**src/rtl/cache_pkg.sv**
```systemverilog
// Shared definitions for the cache request front end and the drivers of cache_top.
package cache_pkg;

    localparam logic [7:0] OP_READ  = 8'h52;
    localparam logic [7:0] OP_WRITE = 8'h57;

    localparam int DEFAULT_ADDR_W = 48;
    localparam int DEFAULT_CNT_W  = 12;

    typedef enum logic {
        IDLE  = 1'b0,
        ISSUE = 1'b1
    } arb_state_t;

    typedef struct packed {
        logic [DEFAULT_ADDR_W-1:0] addr;
        logic [7:0]                op;
        logic                      lvl;
    } cache_req_t;

    // Only reads and writes reach the cache; everything else is counted as an error.
    function automatic logic is_valid_op(input logic [7:0] op);
        return (op == OP_READ) || (op == OP_WRITE);
    endfunction

endpackage

```
**src/rtl/rr_arb2.sv**
```systemverilog
// Two-way round-robin grant; the pointer remembers who was granted last.
module rr_arb2 (
    input  logic       clk,
    input  logic       reset,
    input  logic [1:0] req,
    input  logic       advance,
    output logic [1:0] grant
);

    logic last;

    // On a tie, the requester that was not granted last wins.
    always_comb begin
        grant = 2'b00;
        case (req)
            2'b01:   grant = 2'b01;
            2'b10:   grant = 2'b10;
            2'b11:   grant = last ? 2'b01 : 2'b10;
            default: grant = 2'b00;
        endcase
    end

    always_ff @(posedge clk) begin
        if (reset)
            last <= 1'b1;
        else if (advance)
            last <= grant[1];
    end

endmodule

```
**src/rtl/cache_req_arbiter.sv**
```systemverilog
// Round-robin front end holding one validated request per slot on the cache_top port.
module cache_req_arbiter
    import cache_pkg::*;
#(
    parameter int HOLD_CYCLES = 5,
    parameter int ADDR_W      = DEFAULT_ADDR_W,
    parameter int CNT_W       = DEFAULT_CNT_W
) (
    input  logic              clk,
    input  logic              reset,
    input  logic [1:0]        req_valid,
    output logic [1:0]        req_ready,
    input  logic [ADDR_W-1:0] req_addr0,
    input  logic [ADDR_W-1:0] req_addr1,
    input  logic [7:0]        req_op0,
    input  logic [7:0]        req_op1,
    input  logic              req_lvl0,
    input  logic              req_lvl1,
    output logic              cache_valid,
    output logic [ADDR_W-1:0] cache_addr,
    output logic [7:0]        cache_op,
    output logic              cache_lvl,
    output logic              cache_src,
    output logic [CNT_W-1:0]  grant_cnt0,
    output logic [CNT_W-1:0]  grant_cnt1,
    output logic [CNT_W-1:0]  err_cnt
);

    localparam logic [3:0] HOLD_LAST = 4'(HOLD_CYCLES - 1);

    arb_state_t        state, state_next;
    logic [3:0]        hcnt;
    logic [1:0]        grant;
    logic              open;
    logic              hs;
    logic              sel;
    logic [ADDR_W-1:0] sel_addr;
    logic [7:0]        sel_op;
    logic              sel_lvl;
    logic              op_ok;
    logic              issue;

    assign open     = (state == IDLE) || (hcnt == 4'd0);
    assign hs       = |(req_valid & req_ready);
    assign sel      = req_ready[1];
    assign sel_addr = sel ? req_addr1 : req_addr0;
    assign sel_op   = sel ? req_op1   : req_op0;
    assign sel_lvl  = sel ? req_lvl1  : req_lvl0;
    assign op_ok    = is_valid_op(sel_op);
    assign issue    = hs && op_ok;

    rr_arb2 u_rr (
        .clk     (clk),
        .reset   (reset),
        .req     (req_valid),
        .advance (hs),
        .grant   (grant)
    );

    always_ff @(posedge clk) begin
        if (reset) begin
            state <= IDLE;
            hcnt  <= 4'd0;
        end else begin
            state <= state_next;
            if (issue)
                hcnt <= HOLD_LAST;
            else if (hcnt != 4'd0)
                hcnt <= hcnt - 4'd1;
        end
    end

    // A slot ends when the hold count reaches zero unless a new request chains on.
    always_comb begin
        state_next = state;
        case (state)
            IDLE:    state_next = issue ? ISSUE : IDLE;
            ISSUE:   if (hcnt == 4'd0) state_next = issue ? ISSUE : IDLE;
            default: state_next = IDLE;
        endcase
    end

    always_comb begin
        req_ready   = 2'b00;
        cache_valid = (state == ISSUE);
        if (!reset && open)
            req_ready = grant;
    end

    always_ff @(posedge clk) begin
        if (reset) begin
            cache_addr <= '0;
            cache_op   <= 8'h00;
            cache_lvl  <= 1'b0;
            cache_src  <= 1'b0;
            grant_cnt0 <= '0;
            grant_cnt1 <= '0;
            err_cnt    <= '0;
        end else begin
            if (issue) begin
                cache_addr <= sel_addr;
                cache_op   <= sel_op;
                cache_lvl  <= sel_lvl;
                cache_src  <= sel;
                if (!sel && grant_cnt0 != '1)
                    grant_cnt0 <= grant_cnt0 + 1'b1;
                if (sel && grant_cnt1 != '1)
                    grant_cnt1 <= grant_cnt1 + 1'b1;
            end
            if (hs && !op_ok && err_cnt != '1)
                err_cnt <= err_cnt + 1'b1;
        end
    end

endmodule

```
**config.mk**
```make
export PLATFORM = sky130hd
export DESIGN_NAME = cache_req_arbiter
export DESIGN_NICKNAME = d
export VERILOG_FILES = /design/src/rtl/cache_pkg.sv /design/src/rtl/rr_arb2.sv /design/src/rtl/cache_req_arbiter.sv
export SDC_FILE = /design/constraint.sdc
export NUM_CORES = 1
export LEC_CHECK = 0
export BUFFER_PORTS_ARGS = -buffer_cell sky130_fd_sc_hd__buf_4
export CELL_PAD_IN_SITES_DETAIL_PLACEMENT = 1
export CELL_PAD_IN_SITES_GLOBAL_PLACEMENT = 1
export CORE_UTILIZATION = 36
export CTS_CLUSTER_DIAMETER = 80
export DETAILED_ROUTE_END_ITERATION = 7
export PLACE_DENSITY_LB_ADDON = 0.1
export SLEW_MARGIN = 5
export SYNTH_ARGS = -nofsm -noshare
export SYNTH_HDL_FRONTEND = slang
export SYNTH_SLANG_ARGS = --single-unit
```
**constraint.sdc**
```tcl
create_clock -name clk -period 5.18 [get_ports clk]
set_clock_uncertainty 0.2 [all_clocks]
set_input_delay 0 -clock clk [delete_from_list [all_inputs] [get_ports clk]]
set_output_delay 0 -clock clk [all_outputs]
set_load 0.05 [all_outputs]
```
==> impl_summary.md, run 1 <==
Outcome
The run finished with clean final reports.

Critical path
The launch point of the critical path is hcnt[0]. Among all stages on the critical path, the largest delay is contributed by a211o_4. By startpoint and endpoint, the worst setup path is classified as flop to flop. The signal on the critical path passes through inv_1 > ha_1 > or3b_1 > a211o_4 > inv_6 > mux2_4 > nor4b_1 > mux2_2.

Of all nets on the critical path, the largest fanout is 60. The stage delay of the slowest cell on the critical path is a little under 700 ps. Measured in cells, the most critical reg-to-reg path has a length of 8. The worst setup path is captured at a flop. The critical path required time is ~5200 ps. The data arrival time of the critical path is around 3800 ps. The startpoint identified for the worst register-to-register timing path is hcnt[0]. The critical path startpoint category is a flop.

STA
The setup violation total in the final timing report is 0. Measured against its own limit, the worst slew margin works out to 0.222. The post-route fraction of the period consumed by the critical path is 0.729. The highest attainable clock frequency is 265 MHz.

The smallest clock period supported by the final layout is computed as roughly 3800 ps. The number of endpoints with negative hold slack in the final report is 0. The transition time at the pin with the least slew margin is around 1200 ps. Setup repair after global routing left no endpoint under its margin. The count of final max-slew check failures is 0. Summed over all failing endpoints, the final setup total negative slack is 0 ps.

Clock network
Clock-pin slew was measured on the worst setup and hold paths at 70 ps. Post-CTS repair changed the size of 0 cells. The clock tree from TritonCTS is yes. The number of H-tree branching levels is 3. No sink is reached through more buffers than the 2 on the longest clock path. The CTS root buffer is clkbuf_16. The clock network latency to the later pin of the worst-skew pair is 360 ps. In this run, CTS created clock tree buffers numbering 9. The count of clock tree sinks is 100.

Flow run
The max capacitance violation total is 0.

Synth
In the synthesized netlist the dominant register cell turns out to be dfxtp_1. dfxtp_1 takes more of the synthesized area than any other cell. By count the netlist is led by nand2_1, dfxtp_1, a21oi_1.

In this run the cell area of the synthesized design comes to 4720 sq um. Of the total synthesized cell area, the portion taken by AND, OR, NAND and NOR gates is 0.240. The multiplexer area fraction after synthesis is 0.0263. The mean cell area of the mapped netlist is 8.53 sq um. For this run, the register share of the synthesized area comes to 0.424. The post-synthesis share of cell area spent on full adders, half adders and majority gates is 0.0106.

The total of warnings raised by yosys is 0. By area, the combinational part of the netlist is dominated by simple AND/OR/NAND/NOR gates. The area share of the largest cell type after synthesis is 0.424. After synthesis, the share of flip-flops with an asynchronous set or reset is 0. In the post-synthesis netlist, the biggest area contributors are dfxtp_1, a311oi_1, nand2_1. Counting flops with a built-in enable in the synthesized netlist gives 0. The number of distinct library cells after synthesis is 54. Of the total synthesized cell area, the portion taken by XOR and XNOR cells is 0.0316. The net count after synthesis is around 680. The flop and latch count out of synthesis is 100. The count of mapped cells out of synthesis is between 500 and 600. nand2_1 is the most common cell in the netlist.

The post-synthesis compound-gate area fraction was 0.221.

Placement
The count of buffers added on input and output ports is 214. The weighted congestion at the end of routability-driven global placement is 0.771. After detailed placement, the total cell area comes to 6380 sq um.

The wire-length estimate of the detail-placed layout is 11.2 mm.

Cells and area
The number of nets in the final layout is 958. In the final layout, the share of cells above drive strength 1 is 0.301. The multi-input combinational cell area is about 2500 sq um. Fill cells in the final layout number about 1500.

The final antenna diode count is 0. From synthesis to final layout, the design area changed by 62.5%. The sequential cell area is 2000 sq um. Once layout is done, the placed cells without fillers occupy between 7000 and 8000 sq um.

Route
In this run the remaining antenna-violating nets after routing total 0. The routed design has 20.4 mm of wire. The number of DRC markers after the initial detailed-route iteration is approximately 250.

For this run, design rule violations remaining after detail routing come to 0. The number of detailed-route iterations in the first pass is 4. Summing over every cut layer, the via total after detailed routing is 5597. The routed length per placed instance is 20.1 um.

The via count normalized by instance count is 5.53.

Floorplanning
The die span in y is ~120 um. For this configuration, the core starts out at a cell density of 0.371. The area of the die is 13600 sq um.

In this run the standard cell core region covers between 10000 and 15000 sq um. 215 I/O pins were placed. The die outline width is roughly 120 um.

After floorplanning, the core was divided into 41 placement rows.

Power and ir drop
The analysis attributes to cell leakage a power of between 0.003 and 0.004 uW. For this design the ratio of total power to cell area is 235 nW/um^2. IR analysis of the VDD net gives a maximum drop of 164 uV.

GRT
After global routing the overflow that remains totals 0. The via count of the first global-routing pass is 6004. The number of antenna violations at the first check in global routing came to 0. The aggregate global-route resource usage is 0.301. The first global-routing pass estimated approximately 31 mm of wire. The largest net degree at the start of global routing is 93.

Min path
Counting instances, the worst hold path has a depth of 4. The startpoint of the worst hold path is req_op0[2]. The path category of the worst min-delay check is input port to flop.
## placed cells by master, fill, tap and decap left out, types with 4 or more instances in the layout
cell and n:
a21oi_1 62, a311oi_1 49, and2_1 6, and3_1 4
and4_1 9, buf_4 216, clkbuf_16 9, dfxtp_1 100
dlygate4sd3_1 99, ha_1 4, inv_1 5, mux2_2 4
nand2_1 113, nand3_1 13, nand4_1 16, nor2_1 24
nor2b_1 8, nor4_2 5, o21a_1 5, o21ai_0 4
o31ai_1 7, or3_1 4, or4_1 7, xnor2_1 9
xor2_1 8
## worst paths after layout
| path | endpoint | slack (ps) |
|---|---|---|
| hold reg to reg | cache_op[7] | 280 |
| setup / recovery | err_cnt[8] | 1410 |
| setup reg to reg | err_cnt[8] | 1410 |
| hold / removal | cache_op[0] | 20 |
## through the flow
step | worst slack, ps | total power [uW] | cells | hold WS (ps) | util
after floorplan | 2300 | 976 | 553 | -64.0 | -
after global placement | 1530 | 1070 | 898 | 79.5 | 0.502
after detailed placement | 1410 | 1080 | 898 | 86.6 | 0.502
after CTS | 1400 | 1790 | 1013 | 15.3 | 0.603
after global routing | 1210 | 1860 | 1013 | 71.9 | 0.603
final | 1410 | 1800 | 1013 | 21.3 | 0.603
## critical path: cells and delay by family (launching register included)
family	cells	cell delay, ps
multiplexers	2	780
AND/OR/NAND/NOR	2	880
buffers and inverters	2	550
adder cells (fa/ha/maj)	1	200
AO/OA/AOI/OAI	1	680
flip-flops	1	330
## power by group
| part | switching [uW] | internal [uW] |
|---|---|---|
| clock | 318 | 372 |
| sequential | 15.1 | 785 |
| combinational | 166 | 141 |
| total | 499 | 1300 |
## logic make-up after synthesis
family          Yosys count
buf+inv                  50
fa+ha+maj                 4
compound gates          147
flops                   100
mux                      11
simple gates            224
xor+xnor                 17
## sequential cells by signal, summed over array words and instances, names as in the netlist
register	count
cache_op	8
u_rr.last	1
cache_addr	48
cache_src	1
grant_cnt1	12
err_cnt	12
cache_lvl	1
hcnt	4
grant_cnt0	12
cache_valid	1
## final cells by class
| type | count | share of cell area |
|---|---|---|
| tap | 172 | 0.0281 |
| multi-input combinational | 403 | 0.328 |
| sequential | 100 | 0.261 |
| timing repair buffer | 315 | 0.341 |
| clock inverter | 7 | 0.00881 |
| clock buffer | 9 | 0.0294 |
| inverter | 7 | 0.00408 |
## timing repair
item                      4_1_cts  5_1_grt
hold buffers                   99        0
hold endpoints to repair       55        0
buffers inserted                0        0
## routing by layer
layer,track usage,vias to the layer above,part of all wire
met1,0.335,2738,0.40
li1,-,2598,-
met2,0.541,210,0.51
met5,0,-,0
met3,0.0706,51,0.059
met4,0.136,0,0.033
(Power assumes the default switching activity.)
==> run 2: changes to the inputs <==
CORE_UTILIZATION = 30   (was 36)
clock period = 3.25 ns   (was 5.18 ns; I/O delays follow)
==> run 2 against run 1 <==
- clock power rose by 58%
- non-clock buffer count increased by 14
- power up 61%
- largest cell class unchanged
- critical endpoint is now cache_addr[4]
- flip-flop and latch count unchanged
- highest routed layer unchanged
- register-to-register slack worse by 1300 ps
- sequential power increased by 60%
==> impl_summary.md, run 2 (synthesis gave the netlist of run 1 again) <==
Power and ir drop
The static leakage is 0.00334 uW (+0.88%). The areal power density over the cells is 367 nW/um^2 (+56%). The power after layout is 2890 uW (+61%). The worst IR drop on VDD is 246 uV (+50%).

Route
The total DRC errors in the routed layout is 0 (unchanged). The number of DRC markers after the initial detailed-route iteration is 172 (-31%). The total number of vias is 5560 (-0.66%). The via count normalized by instance count is 5.22 (-5.6%). The wire length after detailed routing is 19.2 mm (-5.7%). The number of detailed-route iterations in the first pass was 4 (unchanged). The post-detailed-route count of antenna-violating nets is 0 (unchanged). The routed length per placed instance is 18.0 um (-10%).

GRT
The number of antenna violations at the first check in global routing is 0 (unchanged). The total congestion overflow was 0 (unchanged). The aggregate global-route resource usage is 0.240 (-0.0612). The largest net degree at the start of global routing is 69 (-26%). The via count of the first global-routing pass is 6075 (+1.2%). The met1 track utilization from global routing is 0.264 (-0.0710). The global-route wire length before repair is 30.5 mm (-2.5%). The global routing stage identified its most utilized layer as met2. The met3 layer usage reported by global route is 0.0599 (-0.0107). The met2 usage was 0.435 (-0.106).

Clock network
The buffer levels on the longest clock path is 2 (unchanged). The clock network latency to the later pin of the worst-skew pair is 350 ps (about the same). The CTS root buffer is clkbuf_16. The number of buffers added by the clock tree synthesis step is 9 (unchanged). TritonCTS built the clock tree. The register clock-pin slew on the reported worst setup and hold paths is 70 ps (about the same). The number of H-tree branching levels is 3 (unchanged). The count of clock tree sinks was 100 (unchanged).

Cells and area
The ratio of cells with drive above 1 in the final layout is 0.309 (+0.00794). Leaving out fill and tap cells, the most frequent cell in the layout is buf_4. The number of flip-flops in the largest register is 48 (unchanged). The multi-input combinational cell area is 2510 sq um (unchanged). Compared with the post-synthesis result, the final layout area differs by 67.3%. The sequential cell area is 2000 sq um (unchanged).

The final antenna diode count is 0 (unchanged). In the layout the commonest cells are buf_4, nand2_1, dlygate4sd3_1. The number of filler instances in the final layout was 1775 (+19%). The number of nets in the final layout is 972 (+1.5%).

cache_addr holds more flip-flops than any other register.

Critical path
The highest net fanout along the worst path was 27 (-55%). The worst setup path category is flop to flop. The data arrival time of the critical path was 3160 ps (-660 ps). The critical path startpoint category is a flop. The type of destination of the critical path is a flop. The critical path required time is 3280 ps (-1950 ps).

STA
The post-route fraction of the period consumed by the critical path came to 0.963 (+0.234). The normalized max-slew margin is 0.491 (+0.269). The number of endpoints with negative hold slack in the final report is 0 (unchanged). The time the worst path needs with I/O delays and setup was 3130 ps (-645 ps).

The setup TNS is 0 ps (unchanged). The count of final max-slew check failures is 0 (unchanged). Setup repair after global routing left no endpoint under its margin.

The highest attainable clock frequency is 320 MHz (+21%). The setup violation total in the final timing report is 0 (unchanged). The transition time at the pin with the least slew margin is 763 ps (-404 ps).

Floorplanning
The initial core utilization is 0.309 (-0.0616). The number of ports placed on the die boundary is 215 (unchanged). The die span in y came to 127 um (+9.4%). The area of the core region is 15300 sq um (+20%).

The row count is 45 (+9.8%). The area of the die was 16200 sq um (+20%). The die outline width came to 127 um (+9.4%).

Min path
In this run the worst hold path is classified as input port to flop.

Placement
The post-DP HPWL was 12.2 mm (+8.7%). The number of I/O port buffers is 214 (unchanged). The weighted congestion at the end of routability-driven global placement was 0.808 (+4.8%).

Outcome
The flow ran to the end, and the final reports show no timing, DRC or antenna violations.

Flow run
The max capacitance violation total is 0 (unchanged).
[run 2: changes by cell type in the layout (fill, tap and decap cells not counted)]
cell           delta
buf_12            +3
buf_4             +4
buf_6             +3
clkbuf_16         +1
dlygate4sd3_1     +3
[run 2: per-layer routing]
| metal | up-vias | wire, um |
|---|---|---|
| li1 | 2631 | - |
| met2 | 164 | 10000 |
| met3 | 29 | 1040 |
| met4 | 0 | 455 |
| met1 | 2736 | 7700 |
| met5 | - | 0 |
[run 2: cell type report]
| cell class | count | area share |
|---|---|---|
| clock buffer | 9 | 0.0285 |
| timing repair buffer | 329 | 0.354 |
| tap | 211 | 0.0334 |
| clock inverter | 7 | 0.00856 |
| inverter | 7 | 0.00396 |
| multi-input combinational | 403 | 0.318 |
| sequential | 100 | 0.254 |
[run 2: where the power goes]
group          switching, uW  leakage [uW]  internal, uW
Sequential              23.7      0.000807          1250
Clock                    493      0.000137           593
Combinational            266       0.00240           266
Total                    783       0.00334          2110
[run 2: worst max-delay path: stages (launching register included)]
cell and delay, ps:
dfxtp_1 340, inv_1 70, ha_1 210, or3b_1 400, buf_4 200, a21oi_4 220, buf_6 200, and2_2 220
buf_12 190, a311oi_1 130, dlygate4sd3_1 620
[run 2: per-stage QoR]
stage | util | std cells | worst slack (ps) | hold WS (ps) | area, sq um
after floorplan | - | 553 | 374 | -64.0 | 4720
after global placement | 0.426 | 943 | 405 | 77.9 | 6500
after detailed placement | 0.426 | 943 | 311 | 83.6 | 6500
after CTS | 0.512 | 1061 | 12.2 | 50.0 | 7820
after global routing | 0.517 | 1066 | 0.425 | 84.8 | 7900
final | 0.517 | 1066 | 121 | 55.9 | 7900
[run 2: path summary, 6_finish.rpt]
check,startpoint,end,slack [ps],depth (start not counted)
max,hcnt[0],cache_addr[4],120,10
min,req_valid[0],grant_cnt0[4],60,6
max reg2reg,hcnt[0],cache_addr[4],120,10
min reg2reg,cache_op[0],cache_op[0],270,1
[run 2: timing repair]
action	4_1_cts	5_1_grt
hold buffers	102	0
hold endpoints to repair	63	0
endpoints found under the setup margin	0	31
buffers inserted	0	4
gates resized for setup	0	7
==> run 3: changes to the inputs <==
BUFFER_PORTS_ARGS = unset   (was -buffer_cell sky130_fd_sc_hd__buf_4)
CORE_UTILIZATION = 40   (was 30)
DONT_BUFFER_PORTS = 1   (was unset)
HOLD_SLACK_MARGIN = 0.06   (was unset)
==> run 3 against run 2 <==
- critical path depth decreased by 1
- final cell count decreased by 25%
- largest cell class is now multi-input gates
- combinational power decreased by 24%
- sequential share of layout area increased by 5.8 points
- highest routed layer unchanged
- register-to-register slack about the same
- clock power about the same
- setup slack got worse by 5.3 ps
- largest power group unchanged
- hold slack improved by 48 ps
- via count decreased by 13%
==> impl_summary.md, run 3 (synthesis gave the netlist of run 1 again) <==
Power and ir drop
The worst IR drop on VDD is 497 uV (+100%). The internal portion of total power is 2050 uW (-2.8%). The net switching power is 753 uW (-3.9%). The static leakage came to 0.00239 uW (-28%). The switching share of power was 0.268 (-0.00226). The areal power density over the cells is 437 nW/um^2 (+19%). The portion of total power attributed to sequential cells is 0.462 (+0.021). The combinational share of power is 0.144 (-0.040).

The share of power burned in the clock network was 0.394 (+0.018).

Floorplanning
The die outline width came to 111 um (-13%). The row count is 39 (-13%). The number of ports placed on the die boundary is 215 (unchanged). The area of the core region is 11500 sq um (-25%). The area of the die was 12200 sq um (-25%). The initial core utilization was 0.411 (+0.102). The die span in y is 111 um (-13%).

Cells and area
From synthesis to final layout, the design area changed by 36.2%. The most flop-heavy register is cache_addr. The sequential cell area is 2000 sq um (unchanged).

The top cell types in the final layout, fill and taps aside, are nand2_1, dlygate4sd3_1, dfxtp_1. The number of filler instances in the final layout is 1285 (-28%). The ratio of cells with drive above 1 in the final layout is 0.0941 (-0.215). The core utilization of the finished layout came to 0.560 (+0.0430). The number of flip-flops in the largest register is 48 (unchanged).

The final design area excluding fillers was 6430 sq um (-19%). The multi-input combinational cell area is 2530 sq um (+0.50%). The number of nets in the final layout is 776 (-20%). The library cell used most frequently in the layout, excluding fill and tap cells, is nand2_1.

Route
The number of detailed-route iterations in the first pass is 4 (unchanged). The number of DRC markers after the initial detailed-route iteration is 264 (+53%). The post-detailed-route count of antenna-violating nets is 0 (unchanged). The wire length after detailed routing is 17.7 mm (-7.8%). The routed length per placed instance is 22.1 um (+22%). The total DRC errors in the routed layout is 0 (unchanged). The total number of vias is 4849 (-13%). The via count normalized by instance count is 6.04 (+16%).

Min path
The worst hold path begins at req_op0[5]. In this run the worst hold path is classified as input port to flop. For hold timing, the worst endpoint is grant_cnt0[10].

The cell depth of the worst hold path is 5 (-1).

STA
The post-route fraction of the period consumed by the critical path is 0.965 (+0.00164). The normalized max-slew margin is 0.525 (+0.0340). The highest attainable clock frequency is 319 MHz (-0.17%). Setup repair after global routing left no endpoint under its margin. The setup violation total in the final timing report was 0 (unchanged). The time the worst path needs with I/O delays and setup is 3130 ps (+5.34 ps). The count of final max-slew check failures was 0 (unchanged). The setup TNS was 0 ps (unchanged). The number of endpoints with negative hold slack in the final report is 0 (unchanged). The transition time at the pin with the least slew margin is 711 ps (-52.0 ps). The smallest hold slack was 104 ps (+48.2 ps).

GRT
The largest net degree at the start of global routing is 92 (+33%). The global-route wire length before repair is 27.7 mm (-9.0%). The via count of the first global-routing pass came to 5148 (-15%). The aggregate global-route resource usage is 0.286 (+0.0465).

The number of antenna violations at the first check in global routing is 0 (unchanged). The total congestion overflow was 0 (unchanged).

Flow run
The max capacitance violation total was 0 (unchanged).

Critical path
The data arrival time of the critical path was 3230 ps (+70 ps). The worst setup path is of the flop to flop kind. The startpoint of the most critical register-to-register path is hcnt[0]. The depth of the worst register-to-register path is 9 (-1). The critical path required time is 3350 ps (+70 ps). The highest net fanout along the worst path is 39 (+44%). The minimum setup slack among reg-to-reg paths came to 120 ps (about the same). The critical path startpoint category is a flop. In this run the critical register-to-register path is captured at cache_addr[26]. The type of destination of the critical path is a flop.

Placement
The weighted congestion at the end of routability-driven global placement was 0.765 (-5.3%). The number of I/O port buffers came to 0 (-100%). The cell area after placement is 4890 sq um (-25%). The post-DP HPWL is 9.84 mm (-19%).

Clock network
The CTS root buffer is clkbuf_16. The buffer levels on the longest clock path was 2 (unchanged). The clock network latency to the later pin of the worst-skew pair is 350 ps (about the same). The register clock-pin slew on the reported worst setup and hold paths is 70 ps (about the same). The clock tree from TritonCTS is yes. The number of H-tree branching levels was 3 (unchanged). The count of clock tree sinks is 100 (unchanged). The number of buffers added by the clock tree synthesis step is 9 (unchanged).

Outcome
The flow ran to the end, and the final reports show no timing, DRC or antenna violations.
run 3: worst max-delay path, cell delays in order, from the launching register on:
cell and delay, ps:
dfxtp_1 330, inv_1 60, ha_1 190, or3b_1 400, a211o_4 380, inv_6 170
buf_16 250, nand2_1 120, a311oi_1 320, dlygate4sd3_1 620
run 3: cell type report:
class | count | area share
antenna | 1 | 0.000389
clock buffer | 10 | 0.0372
clock inverter | 6 | 0.00954
inverter | 7 | 0.00487
multi-input combinational | 403 | 0.393
sequential | 100 | 0.312
tap | 143 | 0.0278
timing repair buffer | 133 | 0.216
run 3: worst max path at each step:
| stage | startpoint | endpoint | slack [ps] | cells past startpoint |
|---|---|---|---|---|
| 2_1_floorplan | hcnt[0] | err_cnt[6] | 370 | 10 |
| 3_3_place_gp | hcnt[0] | err_cnt[10] | 410 | 8 |
| 3_5_place_dp | hcnt[0] | err_cnt[8] | 320 | 8 |
| 4_1_cts | hcnt[0] | cache_addr[34] | 20 | 9 |
| 5_1_grt | hcnt[0] | cache_addr[26] | 20 | 9 |
| 6_report | hcnt[0] | cache_addr[26] | 120 | 9 |
run 3: layer usage:
metal	share of wire	up-vias	GRT usage
met1	0.38	2363	0.311
li1	-	2234	-
met5	0	-	0
met2	0.53	214	0.511
met3	0.072	38	0.0966
met4	0.026	0	0.107
run 3: power by group through the flow:
stage          Clock, uW  Sequential (uW)  Combinational, uW
3_5_place_dp           0             1320                272
6_report            1110             1290                404
5_1_grt             1180             1300                445
2_1_floorplan          0             1320                236
4_1_cts             1130             1290                376
3_3_place_gp           0             1320                260
run 3: what timing repair did:
item | CTS | global route
buffers inserted | 0 | 3
setup endpoints to repair | 0 | 39
resized for setup | 0 | 12
hold buffers | 111 | 0
endpoints found under the hold margin | 100 | 0
run 3: per-stage QoR:
stage	total power, uW	setup WS (ps)	std cells
after floorplan	1560	374	553
after detailed placement	1600	319	671
after global placement	1580	413	671
after CTS	2800	20.8	798
final	2810	115	803
after global routing	2920	16.9	802
